File: config.mk
export PLATFORM = sky130hd
export DESIGN_NAME = disp_seg_scan_flat
export DESIGN_NICKNAME = d
export VERILOG_FILES = /design/src/rtl/disp_seg_scan_pkg.sv /design/src/rtl/disp_seg_scan_if.sv /design/src/rtl/seg7_font.sv /design/src/rtl/disp_seg_scan.sv /design/src/flat_wrapper.sv
export SDC_FILE = /design/constraint.sdc
export NUM_CORES = 1
export LEC_CHECK = 0
export CORE_AREA = 4 4 97 108
export CTS_CLUSTER_SIZE = 30
export DETAILED_ROUTE_END_ITERATION = 6
export DIE_AREA = 0 0 101 112
export PLACE_DENSITY = 0.76
export SLEW_MARGIN = 20
export SYNTH_ARGS = -nofsm -noshare
export SYNTH_HDL_FRONTEND = slang
export SYNTH_HIERARCHICAL = 1
export SYNTH_SLANG_ARGS = --single-unit
File: constraint.sdc
create_clock -name i_clk -period 3.5 [get_ports i_clk]
set_input_delay 0.7 -clock i_clk [delete_from_list [all_inputs] [get_ports i_clk]]
set_output_delay 0.7 -clock i_clk [all_outputs]
set_load 0.01 [all_outputs]
File: src/rtl/disp_seg_scan_pkg.sv
// Shared display definitions: hex segment font, blank pattern and blink phase type.
// Segment order is {dp,g,f,e,d,c,b,a}, active-low; the font leaves the dp bit dark.
package disp_seg_scan_pkg;

    typedef logic [7:0] seg_t;

    typedef enum logic {
        PH_ON  = 1'b0,
        PH_OFF = 1'b1
    } blink_ph_t;

    localparam seg_t SEG_BLANK = 8'hFF;

    function automatic seg_t hex_font(input logic [3:0] nib);
        seg_t seg;
        case (nib)
            4'h0: seg = 8'hC0;
            4'h1: seg = 8'hF9;
            4'h2: seg = 8'hA4;
            4'h3: seg = 8'hB0;
            4'h4: seg = 8'h99;
            4'h5: seg = 8'h92;
            4'h6: seg = 8'h82;
            4'h7: seg = 8'hF8;
            4'h8: seg = 8'h80;
            4'h9: seg = 8'h90;
            4'hA: seg = 8'h88;
            4'hB: seg = 8'h83;
            4'hC: seg = 8'hC6;
            4'hD: seg = 8'hA1;
            4'hE: seg = 8'h86;
            default: seg = 8'h8E;
        endcase
        return seg;
    endfunction

endpackage

File: src/rtl/disp_seg_scan_if.sv
// Producer-to-scanner load bus: display contents offered under valid, taken on a one-cycle ready.
// The producer holds every field stable while valid is high until ready is seen.
interface disp_seg_scan_if #(
    parameter int NDIG     = 8,
    parameter int BRIGHT_W = 4
);
    logic [4*NDIG-1:0]   disp_data;
    logic [NDIG-1:0]     dp_in;
    logic [NDIG-1:0]     digit_en;
    logic                blank_lz;
    logic [BRIGHT_W-1:0] bright;
    logic [NDIG-1:0]     blink_mask;
    logic                data_valid;
    logic                data_ready;

    modport master (
        output disp_data, dp_in, digit_en, blank_lz, bright, blink_mask, data_valid,
        input  data_ready
    );

    modport slave (
        input  disp_data, dp_in, digit_en, blank_lz, bright, blink_mask, data_valid,
        output data_ready
    );
endinterface

File: src/rtl/seg7_font.sv
// Combinational hex nibble to active-low 7-segment pattern, dp segment off; zero latency, no flow control.
module seg7_font
    import disp_seg_scan_pkg::*;
(
    input  logic [3:0] i_nib,
    output seg_t       o_seg
);
    assign o_seg = hex_font(i_nib);
endmodule

File: src/rtl/disp_seg_scan.sv
// Multiplexed NDIG-digit 7-segment scanner with PWM, blink, leading-zero blanking; outputs 1 cycle after scan state.
// New contents are accepted only on the frame-boundary ready strobe; producer holds valid until then.
module disp_seg_scan
    import disp_seg_scan_pkg::*;
#(
    parameter int NDIG         = 8,
    parameter int DIV_LOG2     = 16,
    parameter int BRIGHT_W     = 4,
    parameter int BLINK_FRAMES = 64
) (
    input  logic            i_clk,
    input  logic            i_rst,
    disp_seg_scan_if.slave  i_bus,
    output logic            o_frame,
    output logic [NDIG-1:0] o_an,
    output seg_t            o_seg
);
    localparam int SEL_W = $clog2(NDIG);
    localparam int BLK_W = (BLINK_FRAMES > 1) ? $clog2(BLINK_FRAMES) : 1;
    localparam logic [SEL_W-1:0] SEL_LAST = SEL_W'(NDIG - 1);
    localparam logic [BLK_W-1:0] BLK_LAST = BLK_W'(BLINK_FRAMES - 1);

    logic [DIV_LOG2-1:0] r_cnt;
    logic [SEL_W-1:0]    r_sel;
    logic [BLK_W-1:0]    r_blink_cnt;
    blink_ph_t           r_phase;

    logic [4*NDIG-1:0]   r_data;
    logic [NDIG-1:0]     r_dp;
    logic [NDIG-1:0]     r_en;
    logic [NDIG-1:0]     r_blink;
    logic [BRIGHT_W-1:0] r_bright;
    logic                r_blank;

    logic                r_frame;
    logic [NDIG-1:0]     r_an;
    seg_t                r_seg;

    logic                w_tick;
    logic                w_fb;
    logic                w_load;
    logic                w_pwm_on;
    logic                w_vis;
    logic [NDIG-1:0]     w_lz;
    logic [3:0]          w_nib;
    seg_t                w_font;

    assign w_tick           = &r_cnt;
    assign w_fb             = w_tick && (r_sel == SEL_LAST);
    assign i_bus.data_ready = w_fb && !i_rst;
    assign w_load           = i_bus.data_valid && i_bus.data_ready;

    always_ff @(posedge i_clk) begin
        if (i_rst) begin
            r_cnt <= '0;
            r_sel <= '0;
        end else begin
            r_cnt <= r_cnt + 1'b1;
            if (w_tick) begin
                r_sel <= (r_sel == SEL_LAST) ? '0 : r_sel + 1'b1;
            end
        end
    end

    always_ff @(posedge i_clk) begin
        if (i_rst) begin
            r_blink_cnt <= '0;
            r_phase     <= PH_ON;
        end else if (w_fb) begin
            if (r_blink_cnt == BLK_LAST) begin
                r_blink_cnt <= '0;
                r_phase     <= (r_phase == PH_ON) ? PH_OFF : PH_ON;
            end else begin
                r_blink_cnt <= r_blink_cnt + 1'b1;
            end
        end
    end

    // Shadows change only at the frame boundary, so a frame never mixes old and new contents.
    always_ff @(posedge i_clk) begin
        if (i_rst) begin
            r_data   <= '0;
            r_dp     <= '0;
            r_en     <= '1;
            r_bright <= '1;
            r_blank  <= 1'b0;
            r_blink  <= '0;
        end else if (w_load) begin
            r_data   <= i_bus.disp_data;
            r_dp     <= i_bus.dp_in;
            r_en     <= i_bus.digit_en;
            r_bright <= i_bus.bright;
            r_blank  <= i_bus.blank_lz;
            r_blink  <= i_bus.blink_mask;
        end
    end

    // Zero run propagates down from the most significant digit; digit 0 always shows.
    always_comb begin : p_lz
        logic v_run;
        w_lz  = '0;
        v_run = r_blank;
        for (int i = NDIG - 1; i >= 1; i--) begin
            v_run   = v_run && (r_data[4*i +: 4] == 4'h0);
            w_lz[i] = v_run;
        end
    end

    assign w_nib    = r_data[{r_sel, 2'b00} +: 4];
    assign w_pwm_on = (r_bright == {BRIGHT_W{1'b1}}) ||
                      (r_cnt[DIV_LOG2-1 -: BRIGHT_W] < r_bright);
    assign w_vis    = r_en[r_sel] && !w_lz[r_sel] &&
                      !((r_phase == PH_OFF) && r_blink[r_sel]) && w_pwm_on;

    seg7_font u_font (
        .i_nib (w_nib),
        .o_seg (w_font)
    );

    // Anode and segments are registered together so a slot change can never overlap two anodes.
    always_ff @(posedge i_clk) begin
        if (i_rst) begin
            r_frame <= 1'b0;
            r_an    <= '1;
            r_seg   <= SEG_BLANK;
        end else begin
            r_frame <= w_fb;
            if (w_vis) begin
                r_an  <= ~(NDIG'(1) << r_sel);
                r_seg <= w_font & {~r_dp[r_sel], 7'h7F};
            end else begin
                r_an  <= '1;
                r_seg <= SEG_BLANK;
            end
        end
    end

    assign o_frame = r_frame;
    assign o_an    = r_an;
    assign o_seg   = r_seg;
endmodule

File: src/flat_wrapper.sv
// flat-port wrapper written by rule: the top's interface ports become plain ports
module disp_seg_scan_flat import disp_seg_scan_pkg::*;
#(
    parameter int NDIG         = 8,
    parameter int DIV_LOG2     = 16,
    parameter int BRIGHT_W     = 4,
    parameter int BLINK_FRAMES = 64
)
  (i_clk, i_rst, o_frame, o_an, o_seg, i_bus_disp_data, i_bus_dp_in, i_bus_digit_en, i_bus_blank_lz, i_bus_bright, i_bus_blink_mask, i_bus_data_valid, i_bus_data_ready);
  disp_seg_scan_if #(.NDIG(NDIG), .BRIGHT_W(BRIGHT_W)) i_bus_i ();
  input  logic i_clk;
  input  logic i_rst;
  output logic o_frame;
  output logic [NDIG-1:0] o_an;
  output seg_t o_seg;
  input wire logic [$bits(i_bus_i.disp_data)-1:0] i_bus_disp_data;
  input wire logic [$bits(i_bus_i.dp_in)-1:0] i_bus_dp_in;
  input wire logic [$bits(i_bus_i.digit_en)-1:0] i_bus_digit_en;
  input wire logic [$bits(i_bus_i.blank_lz)-1:0] i_bus_blank_lz;
  input wire logic [$bits(i_bus_i.bright)-1:0] i_bus_bright;
  input wire logic [$bits(i_bus_i.blink_mask)-1:0] i_bus_blink_mask;
  input wire logic [$bits(i_bus_i.data_valid)-1:0] i_bus_data_valid;
  output wire logic [$bits(i_bus_i.data_ready)-1:0] i_bus_data_ready;
  assign i_bus_i.disp_data = i_bus_disp_data;
  assign i_bus_i.dp_in = i_bus_dp_in;
  assign i_bus_i.digit_en = i_bus_digit_en;
  assign i_bus_i.blank_lz = i_bus_blank_lz;
  assign i_bus_i.bright = i_bus_bright;
  assign i_bus_i.blink_mask = i_bus_blink_mask;
  assign i_bus_i.data_valid = i_bus_data_valid;
  assign i_bus_data_ready = i_bus_i.data_ready;
  disp_seg_scan #(.NDIG(NDIG), .DIV_LOG2(DIV_LOG2), .BRIGHT_W(BRIGHT_W), .BLINK_FRAMES(BLINK_FRAMES)) u_core (.i_clk(i_clk), .i_rst(i_rst), .i_bus(i_bus_i), .o_frame(o_frame), .o_an(o_an), .o_seg(o_seg));
endmodule
# ---- Yosys cells after proc, flatten, opt, wreduce, memory -nomap -nowiden
# Memory sizes are Yosys's and may differ from the RTL's.
# Index checks and enable logic that the tools add are counted.
dict set report totals {
  ff_bits 104
  latch_bits 0
  ram_bits 0
  mem_bits_ro 112
  inputBits 64
  out_inout_bits 18
  elab_cells 67
  n_memories 1
}
# memory words width rd rd_ports_with_merged_regs write_ports line
set mem_list {}
lappend mem_list {{(name not given)} 16 7 1 0 0 disp_seg_scan_pkg.sv:16} ;# case (nib)
dict set report op_classes {
  addsub 3
  n_mul 0
  n_div 0
  n_lt_le_gt_ge 2
  n_eq_ne 3
  n_shift 2
  mux 11
  bitwise 4
  n_reduce_logical 28
}
# op n
set op_table {}
lappend op_table {{$shiftx A32 B6 Y4} 1}
lappend op_table {{$logic_not A4 Y1} 7}
lappend op_table {{$add A16 B1 Y16 const B} 1}
lappend op_table {{$reduce_and A16 Y1} 1}
lappend op_table {{$logic_and A1 B1 Y1} 14}
lappend op_table {{$bmux W1 S3} 4}
lappend op_table {{$and A8 B8 Y8} 1}
lappend op_table {{$not A8 Y8} 1}
lappend op_table {{$shl A1 B3 Y8 const A} 1}
lappend op_table {{$add A6 B1 Y6 const B} 1}
lappend op_table {{$eq A6 B6 Y1 const B} 1}
lappend op_table {{$mux W6} 1}
lappend op_table {{$mux W1} 5}
lappend op_table {{$eq A4 B4 Y1 const B} 1}
lappend op_table {{$lt A3 B4 Y1 const B} 1}
lappend op_table {{$lt A4 B4 Y1} 1}
lappend op_table {{$add A3 B1 Y3 const B} 1}
lappend op_table {{$eq A3 B3 Y1 const B} 1}
lappend op_table {{$logic_not A1 Y1} 3}
lappend op_table {{$mux W3} 1}
lappend op_table {{$not A1 Y1} 2}
lappend op_table {{$reduce_and A2 Y1} 1}
lappend op_table {{$reduce_or A2 Y1} 1}
lappend op_table {{$logic_or A1 B1 Y1} 1}

# ---- Depth between registers and ports, before layout
dict set report logic_depth {
  ltp_word 16
  ltp_mapped 12
  depth_no_buf 10
}

# ---- By module
# The synthesis kept the hierarchy.
# mod instances cells_per_inst area_per_inst_um2 seq_area_each_um2
set by_module_without_submodules {}
lappend by_module_without_submodules {disp_seg_scan 1 526 4596.9 2082.0}
lappend by_module_without_submodules {seg7_font 1 34 286.5 0.0}

# ---- Worst setup path before layout
# OpenSTA, ideal clock, no wires.
dict set report synth_timing {
  path_kind {register to register}
  from {register u_core.r_sel[0]}
  to {register u_core.r_seg[0], in the netlist u_core/o_seg[0]}
  setup_time_ps 62
  t_arrival_ps 2632
  path_slack_ps 806
  stages_incl_launch_ff 13
  n_path_buf 2
  period_less_slack_ps 2694
  path_cell_list {dfxtp_1 buf_2 buf_2 mux4_2 nand2_1 nand2_1 inv_1 ha_1 and2b_2 or3b_1 o21ai_0 nor2_1 nand3_1}
}
# item line
set synth_lines {}
lappend synth_lines {{start: declaration} disp_seg_scan.sv:24} ;# logic [SEL_W-1:0] r_sel;
lappend synth_lines {{start signal: assignment} disp_seg_scan.sv:60} ;# r_sel <= (r_sel == SEL_LAST) ? '0 : r_sel + 1'b1;
lappend synth_lines {{$shiftx A32 B6 Y4} disp_seg_scan.sv:109} ;# assign w_nib = r_data[{r_sel, 2'b00} +: 4];
lappend synth_lines {{named net u_core.w_nib[1]} disp_seg_scan.sv:45} ;# logic [3:0] w_nib;
lappend synth_lines {{$mem_v2 Z16 W7} n/a}
lappend synth_lines {{named net u_core.w_font[0]} disp_seg_scan.sv:46} ;# seg_t w_font;
lappend synth_lines {{$and A8 B8 Y8} disp_seg_scan.sv:130} ;# r_seg <= w_font & {~r_dp[r_sel], 7'h7F};
lappend synth_lines {{end signal: assignment} disp_seg_scan.sv:130}
lappend synth_lines {{end: declaration} disp_seg_scan.sv:37} ;# seg_t r_seg;
# The timed path passes the listed nets, and every way through them passes these cells. The select of a mux whose other input is x is not followed.
# A chain may end at the register's enable or synchronous reset.

# ---- Final worst setup path
dict set report layout_timing {
  from {register u_core.r_cnt[0]}
  to {output i_bus_data_ready}
}
dict set report layout_between {
  elab_chain_cells 3
}
# item line
set layout_lines {}
lappend layout_lines {{start: declaration} disp_seg_scan.sv:23} ;# logic [DIV_LOG2-1:0] r_cnt;
lappend layout_lines {{start signal: assignment} disp_seg_scan.sv:58} ;# r_cnt <= r_cnt + 1'b1;
lappend layout_lines {{$reduce_and A16 Y1} disp_seg_scan.sv:48} ;# assign w_tick = &r_cnt;
lappend layout_lines {{$logic_and A1 B1 Y1} disp_seg_scan.sv:49} ;# assign w_fb = w_tick && (r_sel == SEL_LAST);
lappend layout_lines {{$logic_and A1 B1 Y1} disp_seg_scan.sv:50} ;# assign i_bus.data_ready = w_fb && !i_rst;
lappend layout_lines {{end: declaration} flat_wrapper.sv:23} ;# output wire logic [$bits(i_bus_i.data_ready)-1:0] i_bus_data_ready;
# No other way between the ends.

==> reports/results.tsv <==
stage	metric	value	unit
synthesis	Synth Area in Simple Gates	0.255	
floorplan	Top Ports	82	
detailed_routing	vias per inst	5.33	
synthesis	Mean Syn Cell Area	8.72	um^2
synthesis	most common cell in the netlist	dfxtp_1	
cells_and_area	Area growth syn-to-layout	20.8	%
clock_network	Clock Pin Slew Worst Setup and Hold Paths	90	ps
critical_path	CP required	2800	ps
clock_network	setup bufs post-CTS	0	
clock_network	cts bufs inserted	9	
clock_network	H-tree level count	3	
sta	Tmin final	3070	ps
clock_network	Worst-Skew Late Latency	370	ps
power_and_ir_drop	power consumption	2.07	mW
clock_network	CTS sink count	104	
synthesis	library cells used by synthesis	50	
detailed_routing	metal3 WL	431	um
global_route	initial antenna violation count	0	
power_and_ir_drop	Peak VDD IR	0.234	mV
clock_network	clock tree buffer depth	2	
clock_network	CTS tree	done	
synthesis	Area contributors post-synth	dfxtp_1 43%, nand2_1 6.7%, mux4_2 6.5%, nand2b_1 6.4%, o21ai_0 5.3%	
synthesis	Most used DFF post-synth	dfxtp_1	
detailed_routing	Initial DRC Count	196	
detailed_routing	detailed-router iteration count before antenna repair	4	
floorplan	Die Y	112	um
floorplan	CORE AREA	9310	um^2
detailed_routing	drt wl/cell	14.0	um
critical_path	CP arrival	2370	ps
cells_and_area	Final nets	703	
synthesis	complex-gate fraction of the synthesized area	0.0992	
critical_path	R2R depth	10	
clock_network	post-cts sizing count	0	
place	GPL Wtd Cong	0.868	
place	Port Buf Inserts	81	
synthesis	xor-xnor portion of the synthesized cell area	0.0305	
synthesis	EDFF count, synth	0	
synthesis	largest family of logic cells by synthesized area	simple AND/OR/NAND/NOR gates	
global_route	global-route wire length before repair	17500	um
detailed_routing	routed wl met2	5090	um
clock_network	Clock Tree Root	clkbuf_8	
sta	f_max	326	MHz
critical_path	nature of the critical path endpoint	output pin	
global_route	largest net degree at the start of global routing	77	
power_and_ir_drop	Pleak	2.22	nW
detailed_routing	Post-Route WL	10400	um
global_route	Tot GR Track Use	0.190	
sta	Final Hold Fails	0	
detailed_routing	metal1 wirelength	4640	um
sta	Slew @ Worst Pin	674	ps
synthesis	asr flop ratio synth	0	
sta	final setup TNS	0	ps
sta	hold_ws	474	ps
detailed_routing	highest metal used	met4	
synthesis	top cell type's share of synthesized area	0.426	
synthesis	Cells after Synth	560	
run_status	status	finished clean	
global_route	Congestion Overflow GR	0	
critical_path	CP Class	register to output pin	
job	# Max-Cap Violations	0	
floorplan	width of the die	101	um
synthesis	adder-cell share of the synthesized area	0.0461	
synthesis	Seq/Total Area, Yosys	0.426	
detailed_routing	Vias	3958	
synthesis	fraction of synthesized area in multiplexers	0.0846	
floorplan	starting density of the core	0.525	
power_and_ir_drop	Cell Pwr Density	351	nW/um^2
synthesis	Syn Nets	642	
place	dpl hpwl	7570	um
critical_path	R2R Setup Slk	780	ps
hold_path	hold path cells	1	
sta	Setup Skew	16.4	ps
synthesis	Mapped Area	4880	um^2
sta	fin crit share	0.876	
floorplan	die area	11300	um^2
sta	relative slew slack	0.550	
floorplan	Rows	37	
sta	setup violators final	0	
critical_path	CP max FO	10	
hold_path	worst min path class	register to register	
detailed_routing	Final ANT Viol Nets	0	
sta	unrepaired setup endpoints after global routing	false	
synthesis	Yosys top cell by area	dfxtp_1	
cells_and_area	fraction of layout cells with a size suffix above 1	0.0735	
synthesis	Yosys reg bits	104	
clock_network	CTS Hold Buffers Added	0	
synthesis	Post-synth top cells	104 x dfxtp_1, 87 x nand2_1, 52 x o21ai_0, 50 x nand2b_1, 40 x nor2_1	
detailed_routing	DR DRC count	0	
global_route	vias in the first global route	3919	
critical_path	Critical Path Source Type	register	
cells_and_area	ant diodes	0	
synthesis	Ys Warns	6	
sta	max-slew violation count	0	
-- metal layers --
metal	track usage	vias to the layer above
met5	0	-
met4	0.0824	0
met3	0.0251	16
met2	0.319	86
met1	0.242	1843
li1	-	2013
-- state kept, by name (all words and copies together), names as in the netlist --
signal	cells
u_core/r_data	32
u_core/r_cnt	16
u_core/o_an	8
u_core/o_seg	8
u_core/r_blink	8
u_core/r_dp	8
u_core/r_en	8
u_core/r_blink_cnt	6
u_core/r_bright	4
u_core/r_sel	3
u_core/o_frame	1
u_core/r_blank	1
u_core/r_phase	1
-- through the flow --
step	util	setup slack, ps	cells	cell area, um^2
final	0.634	435	743	5900
after global routing	0.634	246	743	5900
after CTS	0.634	411	743	5900
after detailed placement	0.613	807	727	5700
after global placement	0.613	886	727	5700
after floorplan	-	806	560	4880
-- area by class of cell --
cell class | instances | area [um^2]
fill | 792 | 3400
multi-input combinational | 396 | 2520
sequential | 104 | 2080
timing repair buffer | 88 | 871
tap | 117 | 146
clock buffer | 12 | 145
inverter | 22 | 82.6
clock inverter | 4 | 53.8
-- worst paths after layout --
| kind | from | to |
|---|---|---|
| max | u_core/r_cnt[0] | i_bus_data_ready |
| min | u_core/r_cnt[0] | u_core/r_cnt[0] |
| max reg2reg | u_core/r_sel[0] | u_core/o_seg[3] |
| min reg2reg | u_core/r_cnt[0] | u_core/r_cnt[0] |
-- cells by family (layout without fill, tap and decap cells) --
group,Yosys count,in the layout
buffers and inverters,60,126
adders and majority gates,18,18
DFF,104,104
other,1,1
AOI/OAI and AO/OA,88,88
and+or+nand+nor,250,250
xor gates and xnor gates,17,17
muxes,22,22
-- worst max-delay path, stage by stage (launching register included) --
cell and delay [ps]:
dfxtp_1 380, ha_1 230, and4_4 280, and4bb_1 190, buf_4 170, nand2_1 90
nor2_1 100, clkdlybuf4s50_1 550
-- cells in the final DEF (no fill, tap or decap), types with 3 or more instances in the layout --
cell | synthesis | routed
o21ai_0 | 52 | 52
buf_4 | 1 | 6
a21oi_1 | 21 | 21
nand2b_1 | 50 | 50
nand2_1 | 87 | 87
xnor2_1 | 4 | 4
nor2_1 | 40 | 40
nor3_1 | 12 | 12
and3_1 | 3 | 3
xor2_1 | 13 | 13
clkdlybuf4s50_1 | 0 | 80
nand3_1 | 26 | 26
nor3b_1 | 4 | 4
nand4_1 | 6 | 6
inv_1 | 21 | 21
mux2i_1 | 6 | 6
mux4_2 | 14 | 14
nor4_1 | 7 | 7
ha_1 | 18 | 18
clkbuf_8 | 2 | 10
dfxtp_1 | 104 | 104
-- power by group --
part	internal [mW]	total, mW	switching, mW
logic	0.0850	0.123	0.0377
clock network	0.352	0.756	0.403
registers	1.19	1.19	0.00420
Note: power is estimated with default switching activity, not from simulation.
